===== src/rtl/alarm_trigger_if.sv =====
// Alarm trigger bus: time digits, alarm digits, control levels and alarm outputs.
// The master side is the time-keeping/alarm-setting logic; the slave side is alarm_trigger.
interface alarm_trigger_if;

    // Control levels
    logic       alarm_en;
    logic       ack;
    logic       snooze;

    // Current time digits
    logic [3:0] minutes_units;
    logic [2:0] minutes_tens;
    logic [3:0] hours_units;
    logic [1:0] hours_tens;

    // Alarm-set digits
    logic [3:0] al_minutes_units;
    logic [2:0] al_minutes_tens;
    logic [3:0] al_hours_units;
    logic [1:0] al_hours_tens;

    // Alarm outputs
    logic       alarm_on;
    logic       alarm_led;
    logic       snoozing;

    modport master (
        output alarm_en, ack, snooze,
        output minutes_units, minutes_tens, hours_units, hours_tens,
        output al_minutes_units, al_minutes_tens, al_hours_units, al_hours_tens,
        input  alarm_on, alarm_led, snoozing
    );

    modport slave (
        input  alarm_en, ack, snooze,
        input  minutes_units, minutes_tens, hours_units, hours_tens,
        input  al_minutes_units, al_minutes_tens, al_hours_units, al_hours_tens,
        output alarm_on, alarm_led, snoozing
    );

endinterface


===== src/rtl/alarm_trigger.sv =====
// alarm_trigger: raises the buzzer when the running time reaches the alarm time,
// times the ring out, and handles acknowledge (and snooze when SNOOZE_EN is defined).
// One clock cycle equals one second (divided tick clock).
// Optional feature macro: SNOOZE_EN (adds the SNOOZE state and drives snoozing).
module alarm_trigger #(
    parameter int unsigned RING_CYCLES   = 60,
    parameter int unsigned SNOOZE_CYCLES = 300
) (
    input  logic           clk_out,
    input  logic           reset,
    alarm_trigger_if.slave bus
);

    localparam int unsigned RING_W = $clog2(RING_CYCLES);

    typedef enum logic [1:0] {
        IDLE    = 2'd0,
        ARMED   = 2'd1,
        RINGING = 2'd2,
        SNOOZE  = 2'd3
    } state_e;

    state_e              state_q;
    logic [RING_W-1:0]   ring_cnt_q;
    logic                match;
    logic                match_q;
    logic                match_rise;
    logic                alarm_on_q;
    logic                alarm_led_q;

`ifdef SNOOZE_EN
    localparam int unsigned SNZ_W = $clog2(SNOOZE_CYCLES);
    logic [SNZ_W-1:0]    snz_cnt_q;
    logic                snoozing_q;
`else
    // Snooze input and period have no effect in this build.
    localparam int unsigned unused_snooze_cycles = SNOOZE_CYCLES;
    logic                unused_snooze;
    assign unused_snooze = bus.snooze;
`endif

    // Time equals alarm time on all four digits; only a rising match triggers.
    assign match = (bus.minutes_units == bus.al_minutes_units) &&
                   (bus.minutes_tens  == bus.al_minutes_tens)  &&
                   (bus.hours_units   == bus.al_hours_units)   &&
                   (bus.hours_tens    == bus.al_hours_tens);
    assign match_rise = match & ~match_q;

    // Alarm FSM with counters and outputs registered from the next state.
    always_ff @(posedge clk_out or posedge reset) begin
        if (reset) begin
            state_q     <= IDLE;
            ring_cnt_q  <= '0;
            match_q     <= 1'b1;
            alarm_on_q  <= 1'b0;
            alarm_led_q <= 1'b0;
`ifdef SNOOZE_EN
            snz_cnt_q   <= '0;
            snoozing_q  <= 1'b0;
`endif
        end else begin
            match_q <= match;
            case (state_q)
                IDLE: begin
                    if (bus.alarm_en) begin
                        state_q    <= ARMED;
                        ring_cnt_q <= '0;
                    end
                end
                ARMED: begin
                    if (!bus.alarm_en) begin
                        state_q    <= IDLE;
                        ring_cnt_q <= '0;
                    end else if (match_rise) begin
                        state_q     <= RINGING;
                        ring_cnt_q  <= '0;
                        alarm_on_q  <= 1'b1;
                        alarm_led_q <= 1'b1;
                    end
                end
                RINGING: begin
                    if (!bus.alarm_en) begin
                        state_q     <= IDLE;
                        ring_cnt_q  <= '0;
                        alarm_on_q  <= 1'b0;
                        alarm_led_q <= 1'b0;
                    end else if (bus.ack) begin
                        state_q     <= ARMED;
                        ring_cnt_q  <= '0;
                        alarm_on_q  <= 1'b0;
                        alarm_led_q <= 1'b0;
`ifdef SNOOZE_EN
                    end else if (bus.snooze) begin
                        state_q     <= SNOOZE;
                        ring_cnt_q  <= '0;
                        snz_cnt_q   <= '0;
                        alarm_on_q  <= 1'b0;
                        alarm_led_q <= 1'b0;
                        snoozing_q  <= 1'b1;
`endif
                    end else if (ring_cnt_q == RING_W'(RING_CYCLES - 1)) begin
                        state_q     <= ARMED;
                        ring_cnt_q  <= '0;
                        alarm_on_q  <= 1'b0;
                        alarm_led_q <= 1'b0;
                    end else begin
                        ring_cnt_q  <= ring_cnt_q + RING_W'(1);
                        alarm_led_q <= ~alarm_led_q;
                    end
                end
`ifdef SNOOZE_EN
                SNOOZE: begin
                    if (!bus.alarm_en) begin
                        state_q    <= IDLE;
                        snz_cnt_q  <= '0;
                        snoozing_q <= 1'b0;
                    end else if (bus.ack) begin
                        state_q    <= ARMED;
                        snz_cnt_q  <= '0;
                        snoozing_q <= 1'b0;
                    end else if (snz_cnt_q == SNZ_W'(SNOOZE_CYCLES - 1)) begin
                        state_q     <= RINGING;
                        snz_cnt_q   <= '0;
                        ring_cnt_q  <= '0;
                        snoozing_q  <= 1'b0;
                        alarm_on_q  <= 1'b1;
                        alarm_led_q <= 1'b1;
                    end else begin
                        snz_cnt_q <= snz_cnt_q + SNZ_W'(1);
                    end
                end
`endif
                default: begin
                    state_q     <= IDLE;
                    ring_cnt_q  <= '0;
                    alarm_on_q  <= 1'b0;
                    alarm_led_q <= 1'b0;
                end
            endcase
        end
    end

    assign bus.alarm_on  = alarm_on_q;
    assign bus.alarm_led = alarm_led_q;
`ifdef SNOOZE_EN
    assign bus.snoozing  = snoozing_q;
`else
    assign bus.snoozing  = 1'b0;
`endif

endmodule

===== src/flat_wrapper.sv =====
// flat-port wrapper written by rule: the top's interface ports become plain ports
module alarm_trigger_flat 
#(
    parameter int unsigned RING_CYCLES   = 60,
    parameter int unsigned SNOOZE_CYCLES = 300
)
  (clk_out, reset, bus_alarm_en, bus_ack, bus_snooze, bus_minutes_units, bus_minutes_tens, bus_hours_units, bus_hours_tens, bus_al_minutes_units, bus_al_minutes_tens, bus_al_hours_units, bus_al_hours_tens, bus_alarm_on, bus_alarm_led, bus_snoozing);
  alarm_trigger_if bus_i ();
  input  logic clk_out;
  input  logic reset;
  input wire logic [$bits(bus_i.alarm_en)-1:0] bus_alarm_en;
  input wire logic [$bits(bus_i.ack)-1:0] bus_ack;
  input wire logic [$bits(bus_i.snooze)-1:0] bus_snooze;
  input wire logic [$bits(bus_i.minutes_units)-1:0] bus_minutes_units;
  input wire logic [$bits(bus_i.minutes_tens)-1:0] bus_minutes_tens;
  input wire logic [$bits(bus_i.hours_units)-1:0] bus_hours_units;
  input wire logic [$bits(bus_i.hours_tens)-1:0] bus_hours_tens;
  input wire logic [$bits(bus_i.al_minutes_units)-1:0] bus_al_minutes_units;
  input wire logic [$bits(bus_i.al_minutes_tens)-1:0] bus_al_minutes_tens;
  input wire logic [$bits(bus_i.al_hours_units)-1:0] bus_al_hours_units;
  input wire logic [$bits(bus_i.al_hours_tens)-1:0] bus_al_hours_tens;
  output wire logic [$bits(bus_i.alarm_on)-1:0] bus_alarm_on;
  output wire logic [$bits(bus_i.alarm_led)-1:0] bus_alarm_led;
  output wire logic [$bits(bus_i.snoozing)-1:0] bus_snoozing;
  assign bus_i.alarm_en = bus_alarm_en;
  assign bus_i.ack = bus_ack;
  assign bus_i.snooze = bus_snooze;
  assign bus_i.minutes_units = bus_minutes_units;
  assign bus_i.minutes_tens = bus_minutes_tens;
  assign bus_i.hours_units = bus_hours_units;
  assign bus_i.hours_tens = bus_hours_tens;
  assign bus_i.al_minutes_units = bus_al_minutes_units;
  assign bus_i.al_minutes_tens = bus_al_minutes_tens;
  assign bus_i.al_hours_units = bus_al_hours_units;
  assign bus_i.al_hours_tens = bus_al_hours_tens;
  assign bus_alarm_on = bus_i.alarm_on;
  assign bus_alarm_led = bus_i.alarm_led;
  assign bus_snoozing = bus_i.snoozing;
  alarm_trigger #(.RING_CYCLES(RING_CYCLES), .SNOOZE_CYCLES(SNOOZE_CYCLES)) u_core (.clk_out(clk_out), .reset(reset), .bus(bus_i));
endmodule

===== config.mk =====
export PLATFORM = sky130hd
export DESIGN_NAME = alarm_trigger_flat
export DESIGN_NICKNAME = d
export VERILOG_FILES = /design/src/rtl/alarm_trigger_if.sv /design/src/rtl/alarm_trigger.sv /design/src/flat_wrapper.sv
export SDC_FILE = /design/constraint.sdc
export NUM_CORES = 1
export LEC_CHECK = 0
export CAP_MARGIN = 40
export CORE_UTILIZATION = 42
export DETAILED_ROUTE_END_ITERATION = 10
export HOLD_SLACK_MARGIN = 0.1
export PLACE_DENSITY_LB_ADDON = 0.15
export SYNTH_ARGS = -nofsm -noshare
export SYNTH_HDL_FRONTEND = slang
export SYNTH_SLANG_ARGS = --single-unit

===== constraint.sdc =====
create_clock -name clk_out -period 2.8 [get_ports clk_out]
set_input_delay 0.84 -clock clk_out [delete_from_list [all_inputs] [get_ports clk_out]]
set_output_delay 0.84 -clock clk_out [all_outputs]
set_load 0.005 [all_outputs]

# Word level (Yosys, flattened, before mapping)
# Index checks and enable logic that the tools add are counted.
[word_totals] mem_bits_rw=0 register_bits=11 rom_bits=0 latchBits=0 word_cells=54 memories=0
[classes] add_sub_neg=1 n_mul=0 div=0 shift=0 n_eq_ne=12 n_bitwise=4 muxes=24 n_lt_le_gt_ge=0 reduce_logical=8
[op_table] cell="$mux 6" n=6
[op_table] cell="$pmux 6 s3" n=1
[op_table] cell="$mux 2" n=6
[op_table] cell="$eq 4x4->1" n=2
[op_table] cell="$mux 1" n=8
[op_table] cell="$add 6x1->6 const B" n=1
[op_table] cell="$eq 6x6->1 const B" n=1
[op_table] cell="$pmux 1 s3" n=2
[op_table] cell="$pmux 2 s3" n=1
[op_table] cell="$reduce_and 3->1" n=2
[op_table] cell="$ne 2x2->1 const B" n=2
[op_table] cell="$ne 4x3->1 const B" n=1
[op_table] cell="$reduce_and 4->1" n=1
[op_table] cell="$eq 3x3->1" n=1
[op_table] cell="$logic_and 1x1->1" n=3
[op_table] cell="$ne 3x2->1 const B" n=1
[op_table] cell="$not 1->1" n=3
[op_table] cell="$eq 2x1->1 const B" n=1
[op_table] cell="$eq 2x2->1" n=1
[op_table] cell="$eq 2x2->1 const B" n=1
[op_table] cell="$logic_not 2->1" n=1
[op_table] cell="$ne 2x1->1 const B" n=1
[op_table] cell="$reduce_and 2->1" n=1
[op_table] cell="$and 1x1->1" n=1

# Longest topological paths before layout
# Gate-level depths: netlist (run 1).
[logic_depth] ltp_word=8 ltp_mapped=7

# Worst setup path before layout (run 1)
# OpenSTA, ideal clock, no wires.
[synth_path] kind="in2reg" from="in bus_al_minutes_tens[2]" to="reg u_core.state_q[0]" n_path_buf=0 cell_stages=6 setup_slack_ps=408 t_arrival_ps=2267 cell_sequence="xnor2_1 -> nand4_1 -> nor4_4 -> a21oi_2 -> or3_4 -> mux2_4"
[synth_via] elab_chain_len=7
[synth_lines] item="from (decl)" line_no="flat_wrapper.sv:19" text="input wire logic [$bits(bus_i.al_minutes_tens)-1:0] bus_al_minutes_tens;"
[synth_lines] item="$eq 3x3->1" line_no="alarm_trigger.sv:44" text="(bus.minutes_tens == bus.al_minutes_tens) &&"
[synth_lines] item="$logic_and 1x1->1" line_no="alarm_trigger.sv:43" text="assign match = (bus.minutes_units == bus.al_minutes_units) &&"
[synth_lines] item="$logic_and 1x1->1" line_no="alarm_trigger.sv:44"
[synth_lines] item="$logic_and 1x1->1" line_no="alarm_trigger.sv:45" text="(bus.hours_units == bus.al_hours_units) &&"
[synth_lines] item="net u_core.match" line_no="alarm_trigger.sv:25" text="logic match;"
[synth_lines] item="$and 1x1->1" line_no="alarm_trigger.sv:47" text="assign match_rise = match & ~match_q;"
[synth_lines] item="$ne 3x2->1 (no source line)"
[synth_lines] item="$reduce_and 3->1 (no source line)"
[synth_lines] item="to (signal assigned)" line_no="alarm_trigger.sv:52" text="state_q <= IDLE;"
[synth_lines] item="to (signal assigned)" line_no="alarm_trigger.sv:66" text="state_q <= ARMED;"
[synth_lines] item="to (signal assigned)" line_no="alarm_trigger.sv:72" text="state_q <= IDLE;"
[synth_lines] item="to (decl)" line_no="alarm_trigger.sv:23" text="state_e state_q;"
# The timed path passes the listed nets, and every way through them passes these cells.
# A chain may end at the register's enable or synchronous reset.

# Worst setup path in the final report (run 1)
[layout_path] from="in bus_al_minutes_units[3]" to="reg u_core.ring_cnt_q[4]"
[layout_via] elab_chain_len=7
[layout_lines] item="from (decl)" line_no="flat_wrapper.sv:18" text="input wire logic [$bits(bus_i.al_minutes_units)-1:0] bus_al_minutes_units;"
[layout_lines] item="$eq 4x4->1" line_no="alarm_trigger.sv:43"
[layout_lines] item="$logic_and 1x1->1" line_no="alarm_trigger.sv:43"
[layout_lines] item="$logic_and 1x1->1" line_no="alarm_trigger.sv:44"
[layout_lines] item="$logic_and 1x1->1" line_no="alarm_trigger.sv:45"
[layout_lines] item="net u_core.match" line_no="alarm_trigger.sv:25"
[layout_lines] item="$and 1x1->1" line_no="alarm_trigger.sv:47"
[layout_lines] item="$ne 3x2->1 (no source line)"
[layout_lines] item="$reduce_and 2->1 (no source line)"
[layout_lines] item="to (signal assigned)" line_no="alarm_trigger.sv:107" text="ring_cnt_q <= ring_cnt_q + RING_W'(1);"
[layout_lines] item="to (decl)" line_no="alarm_trigger.sv:24" text="logic [RING_W-1:0] ring_cnt_q;"
# The timed path passes the listed nets, and every way through them passes these cells.

==> flow_summary.yaml, run 1 <==
worst_setup_path:
  cp-end-kind: "register"
  rr_endpoint: "u_core.state_q[0]"
  rr_startpoint: "u_core.state_q[0]"
  path_cells: "clkdlybuf4s50_1 > xnor2_1 > nand4_1 > nor4_4 > a21oi_2 > buf_4 > or2_1 > o41ai_2"
  critPathArrivalTime_ns: 2.74
  r2r_cells: 6
  crit_fanout: 6
  critPathKind: "in -> reg"
  cp-start-kind: "input pin"
  critPathSlowestCell: "clkdlybuf4s50_1"
  slowest_delay_ns: 0.47
  crit_required_ns: 2.97
  reg2reg_slack_ns: 0.95
yosys:
  synth.net_count: 125
  syn_area_um2: 838
  synth_area_leader_cell: "dfrtp_1"
  ys_warn_count: 0
  synth_top_area_share_pct: 29.9
  ys_seq_area_share_pct: 33.0
  synth.area.top_cells: "dfrtp_1 30%, xnor2_1 14%, ha_1 7.5%, mux2_4 3.6%, o31ai_1 3.6%"
  synth-seq-cells: 11
  postSynthAreaPerCell_um2: 9.42
  synthCells: 89
  ys_types: 36
detailed_routing:
  drc: 0
  firstDrtPassIters: 4
  wl_per_cell_um: 11.7
  routed_via_density: 5.18
  vias: 787
  drt_iter0_drc: 10
  postRouteAntennaNets: 0
  routed_wirelength_mm: 1.77
cts:
  clockBufferDepth: 2
  ctsResizeCount: 0
  htree_levels: 1
  cts_sinks: 11
  path_clk_slew_ns: 0.07
  cts_setup_buffers: 0
  hold_buffers: 0
  clk_latency_ns: 0.27
  cts-buffers-inserted: 3
  cts_tree: "yes"
  clockRootBuffer: "clkbuf_4"
die:
  core-area_mm2: 0.00180
  row_count: 15
  initial_core_util_pct: 46.5
  dieWidth_um: 46.7
  ios: 34
  dieArea_mm2: 0.00218
  die-height_um: 46.7
placed_design:
  dpl.hpwl_mm: 1.48
  dpl_cell_area_mm2: 0.00121
  gp_congestion: 0.744
  place.port_buffers: 31
job:
  max-cap-violations: 0
finish:
  syn2layout_area_growth_pct: 47.0
  drive_gt1_share_pct: 12.6
  most-common-layout-cells: "31 x clkdlybuf4s50_1, 13 x xnor2_1, 10 x dfrtp_1, 6 x nand2_1, 6 x nor2_1"
  antenna_cells: 0
  mostFrequentLayoutCell: "clkdlybuf4s50_1"
  final_area_mm2: 0.00123
  nNetsFinal: 164
  fillCellCount: 165
pwr:
  p_sw_share_pct: 34.5
  cellPowerDensity_mw_per_mm2: 484
  power.switching_mw: 0.205
  ir_drop_mv: 0.250
  seqPwrFrac_pct: 32.1
  power_frac_clock_pct: 18.9
  p_comb_share_pct: 49.0
  power_leakage_nw: 0.543
  internal_power_mw: 0.391
timing:
  period_needed_ns: 2.57
  slew_viol_final: 0
  timing.final.crit_share_pct: 91.8
  max_freq_mhz: 389
  hold_ws_ns: 0.507
  finalClockSkew_ns: 0.00390
  hold_viol: 0
  rsz0062_at_grt: "no"
  setup_viol_count_final: 0
run_status:
  status: "finished clean"
grt:
  grt-ovfl-total: 0
  grt_pass1_wl_mm: 2.88
  antenna_found_initial: 0
  first_global_vias: 712
  track_usage_pct: 19.4
  grt_max_degree: 12
hold_path:
  holdPathStages: 1
  min_to: "u_core.ring_cnt_q[4]"
  hold_class: "reg -> reg"
  min-delay-start: "u_core.ring_cnt_q[4]"
==> Yosys cell counts, drive strengths merged <==
master and instances:
xnor2 13, dfrtp 10, nand2 6, nor2 6
a21oi 5, ha 5, inv 5, o21ai 4
o31ai 4, and2 2, and3 2, mux2 2
nand3 2, nand4 2, nor2b 2, nor3 2
nor4 2, o41ai 2, a21o 1, a311o 1
a311oi 1, buf 1, clkbuf 1, conb 1
dfstp 1, nand2b 1, nand3b 1, o21bai 1
o2bb2ai 1, or2 1, or3 1
==> worst max path at each step <==
stage | from | end | slack (ns) | depth (start not counted)
2_1_floorplan | bus_al_minutes_tens[2] | u_core.state_q[0] | 0.41 | 6
3_3_place_gp | bus_al_minutes_units[0] | u_core.state_q[0] | -0.06 | 7
3_5_place_dp | bus_al_minutes_units[3] | u_core.ring_cnt_q[4] | -0.08 | 8
4_1_cts | bus_al_minutes_units[3] | u_core.ring_cnt_q[4] | 0.20 | 8
5_1_grt | bus_minutes_units[3] | u_core.ring_cnt_q[4] | 0.13 | 9
6_report | bus_al_minutes_units[3] | u_core.ring_cnt_q[4] | 0.23 | 8
==> state kept, by name, indices dropped and copies added (netlist names) <==
name                  flops
u_core.ring_cnt_q         6
u_core.match_q            1
u_core.bus.alarm_on       1
u_core.bus.alarm_led      1
u_core.state_q            2
==> metrics by stage <==
step / setup slack (ns) / utilization (%) / TNS [ns] / power, mW / cells
2_1_floorplan: 0.408 / - / 0 / 0.386 / 89
3_3_place_gp: -0.0560 / 66.9 / -0.170 / 0.481 / 148
3_5_place_dp: -0.0766 / 66.9 / -0.293 / 0.488 / 148
4_1_cts: 0.202 / 68.4 / 0 / 0.600 / 152
5_1_grt: 0.130 / 68.4 / 0 / 0.640 / 152
6_report: 0.230 / 68.4 / 0 / 0.596 / 152
==> metal layers <==
metal	part of all wire, %	routed length, um	GRT usage, %	vias to the layer above
met5	0	0	0	-
met4	2.4	43	12.0	0
met3	5.4	95	3.53	4
met2	50	891	32.5	33
met1	42	741	22.4	362
li1	-	-	-	388
==> power groups by stage <==
| stage | sequential [mW] | clock [mW] | combinational (mW) |
|---|---|---|---|
| finish | 0.191 | 0.113 | 0.292 |
| global route | 0.193 | 0.124 | 0.323 |
| CTS | 0.191 | 0.113 | 0.296 |
| detailed placement | 0.194 | 0 | 0.294 |
| global placement | 0.193 | 0 | 0.288 |
| floorplan | 0.190 | 0 | 0.196 |
==> critical path, delay by kind of cell <==
kind	cells	cell delay (ns)
simple gates	3	0.79
buf+inv	2	0.61
compound gates	2	0.38
xor+xnor	1	0.12
==> area by class of cell <==
| cell class | count | area (um^2) | area share, % |
|---|---|---|---|
| Inverter | 5 | 18.8 | 1.52 |
| Timing Repair Buffer | 36 | 348 | 28.2 |
| Multi-Input combinational cell | 71 | 532 | 43.1 |
| Clock buffer | 4 | 26.3 | 2.13 |
| Tap cell | 25 | 31.3 | 2.54 |
| Sequential cell | 11 | 277 | 22.4 |
==> cells by family after synthesis <==
| group | after synthesis | synth area share [%] |
|---|---|---|
| DFF | 11 | 33.0 |
| adders and majority gates | 5 | 7.46 |
| AOI/OAI and AO/OA | 20 | 17.5 |
| buffers and inverters | 7 | 3.58 |
| xor gates and xnor gates | 13 | 13.6 |
| and+or+nand+nor | 30 | 20.9 |
| other | 1 | 0.447 |
| muxes | 2 | 3.58 |
Note: power is estimated with default switching activity, not from simulation.
==> run 2, diff against run 1 <==
--- a/config.mk
+++ b/config.mk
@@ -6,6 +6,7 @@
 export NUM_CORES = 1
 export LEC_CHECK = 0
 export CAP_MARGIN = 40
+export CORE_ASPECT_RATIO = 1.5
 export CORE_UTILIZATION = 42
 export DETAILED_ROUTE_END_ITERATION = 10
 export HOLD_SLACK_MARGIN = 0.1
==> flow_summary.yaml, run 2 (synthesized netlist as in run 1, its figures left out) <==
cts:
  cts_setup_buffers: 0
  cts_sinks: 11
  path_clk_slew_ns: 0.08
  ctsResizeCount: 0
  clk_latency_ns: 0.27
  hold_buffers: 0
  htree_levels: 1
  clockBufferDepth: 2
  cts_tree: "yes"
  cts-buffers-inserted: 3
  clockRootBuffer: "clkbuf_4"
finish:
  top_regs: "u_core.ring_cnt_q: 6 flops, u_core.state_q: 2 flops"
  largest_reg_flops: 6
  regMostFlops: "u_core.ring_cnt_q"
  mostFrequentLayoutCell: "clkdlybuf4s50_1"
  syn2layout_area_growth_pct: 46.4
  fillCellCount: 161
  final_util_pct: 66.2
  drive_gt1_share_pct: 12.6
  multi_input_area_um2: 532
  antenna_cells: 0
  final_cells: 148
  seqCellArea_um2: 277
  most-common-layout-cells: "31 x clkdlybuf4s50_1, 13 x xnor2_1, 10 x dfrtp_1, 6 x nand2_1, 6 x nor2_1"
  nNetsFinal: 164
timing:
  finalClockSkew_ns: 0.00766
  rsz0062_at_grt: "no"
  timing.final.crit_share_pct: 93.3
  hold_viol: 0
  period_needed_ns: 2.61
  slew_viol_final: 0
  setup_viol_count_final: 0
  max_freq_mhz: 383
  hold_ws_ns: 0.499
detailed_routing:
  drt_iter0_drc: 9
  firstDrtPassIters: 4
  routed_wirelength_mm: 1.76
  postRouteAntennaNets: 0
  routed_via_density: 5.32
  wl_per_cell_um: 11.9
  vias: 788
  drc: 0
die:
  dieArea_mm2: 0.00218
  ios: 34
  row_count: 19
  initial_core_util_pct: 45.2
  core-area_mm2: 0.00185
  die-height_um: 56.7
  dieWidth_um: 38.5
placed_design:
  dpl.hpwl_mm: 1.51
  dp.cells: 144
  place.port_buffers: 31
  gp_congestion: 0.760
grt:
  grt_pass1_wl_mm: 3.07
  use_met3_pct: 4.74
  antenna_found_initial: 0
  grtUsageMet1_pct: 17.8
  use_met2_pct: 37.0
  grt-ovfl-total: 0
  top_usage_layer: "met2"
  grt_max_degree: 12
  first_global_vias: 829
  track_usage_pct: 19.5
pwr:
  cellPowerDensity_mw_per_mm2: 492
  power_leakage_nw: 0.542
  power.total_mw: 0.603
  ir_drop_mv: 0.310
worst_setup_path:
  r2r_cells: 7
  reg2reg_slack_ns: 1.03
  critPathKind: "in -> reg"
  rr_endpoint: "u_core.ring_cnt_q[4]"
  crit_required_ns: 2.96
  rr_startpoint: "u_core.ring_cnt_q[0]"
  crit_fanout: 3
  cp-start-kind: "input pin"
  cp-end-kind: "register"
  critPathArrivalTime_ns: 2.77
hold_path:
  holdPathStages: 1
  min-delay-start: "u_core.ring_cnt_q[4]"
  hold_class: "reg -> reg"
  min_to: "u_core.ring_cnt_q[4]"
run_status:
  status: "finished clean"
job:
  max-cap-violations: 0
run 2: cell counts in the layout (fill, tap and decap cells not counted):
Identical to the previous run, type by type.
run 2: critical path, stage by stage:
cell             delay [ns]
clkdlybuf4s50_1        0.47
xnor2_1                0.12
nand4_1                0.16
nor4_4                 0.36
a21oi_2                0.11
or3_4                  0.41
mux2_4                 0.31
run 2: per-layer routing:
metal / vias to the layer above / share of wire (%)
li1: 392 / -
met1: 363 / 36
met2: 31 / 57
met3: 2 / 6.0
met4: 0 / 1.1
met5: - / 0
run 2: cell type report:
| type | instances | share of cell area (%) |
|---|---|---|
| flip-flops and latches | 11 | 22.5 |
| multi-input cells | 71 | 43.3 |
| repair buffers | 36 | 28.3 |
| well taps | 21 | 2.14 |
| clock buffers | 4 | 2.14 |
| inverters | 5 | 1.53 |
run 2: how the worst max path moves through the flow:
stage / from / end / cells past startpoint
after floorplan: bus_al_minutes_tens[2] / u_core.state_q[0] / 6
after global placement: bus_al_minutes_units[3] / u_core.state_q[1] / 7
after detailed placement: bus_minutes_units[0] / u_core.state_q[0] / 7
after CTS: bus_minutes_units[0] / u_core.ring_cnt_q[5] / 8
after global routing: bus_minutes_units[0] / u_core.ring_cnt_q[5] / 8
final: bus_minutes_units[0] / u_core.state_q[0] / 7
run 2: power breakdown:
part / switching [mW] / leakage [nW] / internal (mW)
clock network: 0.0535 / 0.0150 / 0.0551
registers: 0.0165 / 0.147 / 0.175
logic: 0.134 / 0.380 / 0.169
total: 0.204 / 0.542 / 0.399
run 2: per-stage QoR:
stage	TNS [ns]	setup WS, ns	area, um^2
after floorplan	0	0.408	838
after global placement	-0.313	-0.0706	1200
after detailed placement	-0.617	-0.113	1200
after CTS	0	0.167	1230
after global routing	0	0.0740	1230
final	0	0.189	1230
==> run 3, diff against run 2 <==
--- a/config.mk
+++ b/config.mk
@@ -7,6 +7,7 @@
 export LEC_CHECK = 0
 export CAP_MARGIN = 40
 export CORE_ASPECT_RATIO = 1.5
+export CORE_MARGIN = 8
 export CORE_UTILIZATION = 42
 export DETAILED_ROUTE_END_ITERATION = 10
 export HOLD_SLACK_MARGIN = 0.1
==> flow_summary.yaml, run 3 (synthesized netlist as in run 1, its figures left out) <==
pwr:
  p_comb_share_pct: 49.7
  seqPwrFrac_pct: 31.9
  power_frac_clock_pct: 18.4
  cellPowerDensity_mw_per_mm2: 487
  power.total_mw: 0.602
  ir_drop_mv: 0.222
  power_leakage_nw: 0.548
  power.switching_mw: 0.206
  p_sw_share_pct: 34.3
  internal_power_mw: 0.396
detailed_routing:
  drt_iter0_drc: 8
  postRouteAntennaNets: 0
  vias: 795
  wl_per_cell_um: 13.2
  routed_wirelength_mm: 1.99
  drc: 0
  routed_via_density: 5.30
  firstDrtPassIters: 3
cts:
  clockRootBuffer: "clkbuf_4"
  clk_latency_ns: 0.27
  hold_buffers: 0
  cts_tree: "yes"
  htree_levels: 1
  ctsResizeCount: 0
  cts_sinks: 11
  clockBufferDepth: 2
  cts_setup_buffers: 0
  cts-buffers-inserted: 3
  path_clk_slew_ns: 0.07
timing:
  finalClockSkew_ns: 0.00508
  timing.final.crit_share_pct: 92.5
  hold_viol: 0
  max_freq_mhz: 386
  hold_ws_ns: 0.501
  slew_viol_final: 0
  setup_viol_count_final: 0
  rsz0062_at_grt: "no"
  period_needed_ns: 2.59
  tns_ns: 0
die:
  dieArea_mm2: 0.00371
  ios: 34
  initial_core_util_pct: 42.9
  core-area_mm2: 0.00195
  dieWidth_um: 52.5
  die-height_um: 70.7
  row_count: 20
grt:
  track_usage_pct: 12.5
  grt_pass1_wl_mm: 3.64
  grt_max_degree: 12
  grtUsageMet1_pct: 11.4
  top_usage_layer: "met2"
  use_met3_pct: 5.87
  grt-ovfl-total: 0
  use_met2_pct: 20.5
  antenna_found_initial: 0
  first_global_vias: 897
job:
  max-cap-violations: 0
finish:
  antenna_cells: 0
  syn2layout_area_growth_pct: 47.5
  most-common-layout-cells: "31 x clkdlybuf4s50_1, 13 x xnor2_1, 10 x dfrtp_1"
  largest_reg_flops: 6
  fillCellCount: 172
  regMostFlops: "u_core.ring_cnt_q"
  final_util_pct: 63.3
  top_regs: "u_core.ring_cnt_q: 6 flops, u_core.state_q: 2 flops"
  drive_gt1_share_pct: 13.3
  mostFrequentLayoutCell: "clkdlybuf4s50_1"
  nNetsFinal: 165
run_status:
  status: "finished clean"
hold_path:
  hold_class: "reg -> reg"
worst_setup_path:
  crit_fanout: 6
  crit_required_ns: 2.98
  critPathArrivalTime_ns: 2.77
  critPathKind: "in -> reg"
  cp-end-kind: "register"
  cp-start-kind: "input pin"
placed_design:
  gp_congestion: 0.814
  place.port_buffers: 31
  dpl.hpwl_mm: 1.76
## run 3: per-layer routing
layer	up-vias	part of all wire [%]
li1	390	-
met1	367	36
met2	32	52
met3	6	8.8
met4	0	3.4
met5	-	0
## run 3: per-stage QoR
stage,worst slack (ns),cell area [um^2],cells
6_report,0.211,1240,150
4_1_cts,0.185,1240,150
5_1_grt,0.110,1240,150
3_3_place_gp,-0.0628,1210,146
3_5_place_dp,-0.103,1210,146
2_1_floorplan,0.408,838,89
## run 3: cell type report
class                           instances  area, um^2  share of cell area (%)
Clock buffer                            4        26.3                    2.13
Inverter                                5        18.8                    1.52
Multi-Input combinational cell         71         532                    43.0
Sequential cell                        11         277                    22.4
Tap cell                               22        27.5                    2.23
Timing Repair Buffer                   37         355                    28.7
## run 3: path summary, 6_finish.rpt
path | startpoint | to | slack, ns | depth (start not counted)
hold / removal | u_core.ring_cnt_q[4] | u_core.ring_cnt_q[4] | 0.50 | 1
setup reg to reg | u_core.ring_cnt_q[0] | u_core.state_q[0] | 1.04 | 5
max in group asynchronous | reset | u_core.match_q | 1.61 | 2
hold reg to reg | u_core.ring_cnt_q[4] | u_core.ring_cnt_q[4] | 0.50 | 1
min in group asynchronous | reset | u_core.bus.alarm_on | 0.86 | 2
setup / recovery | bus_minutes_tens[2] | u_core.ring_cnt_q[4] | 0.21 | 8
## run 3: critical path, stage by stage
cell and delay (ns):
clkdlybuf4s50_1 0.47, xnor2_1 0.11, nand4_1 0.16, nor4_4 0.32
a21oi_2 0.11, buf_4 0.14, or2_1 0.31, o41ai_2 0.29
## run 3: power by group through the flow
stage	Clock, mW	Combinational [mW]	Sequential, mW
2_1_floorplan	0	0.196	0.190
3_3_place_gp	0	0.297	0.194
3_5_place_dp	0	0.302	0.194
4_1_cts	0.114	0.302	0.192
5_1_grt	0.126	0.335	0.195
6_report	0.111	0.299	0.192
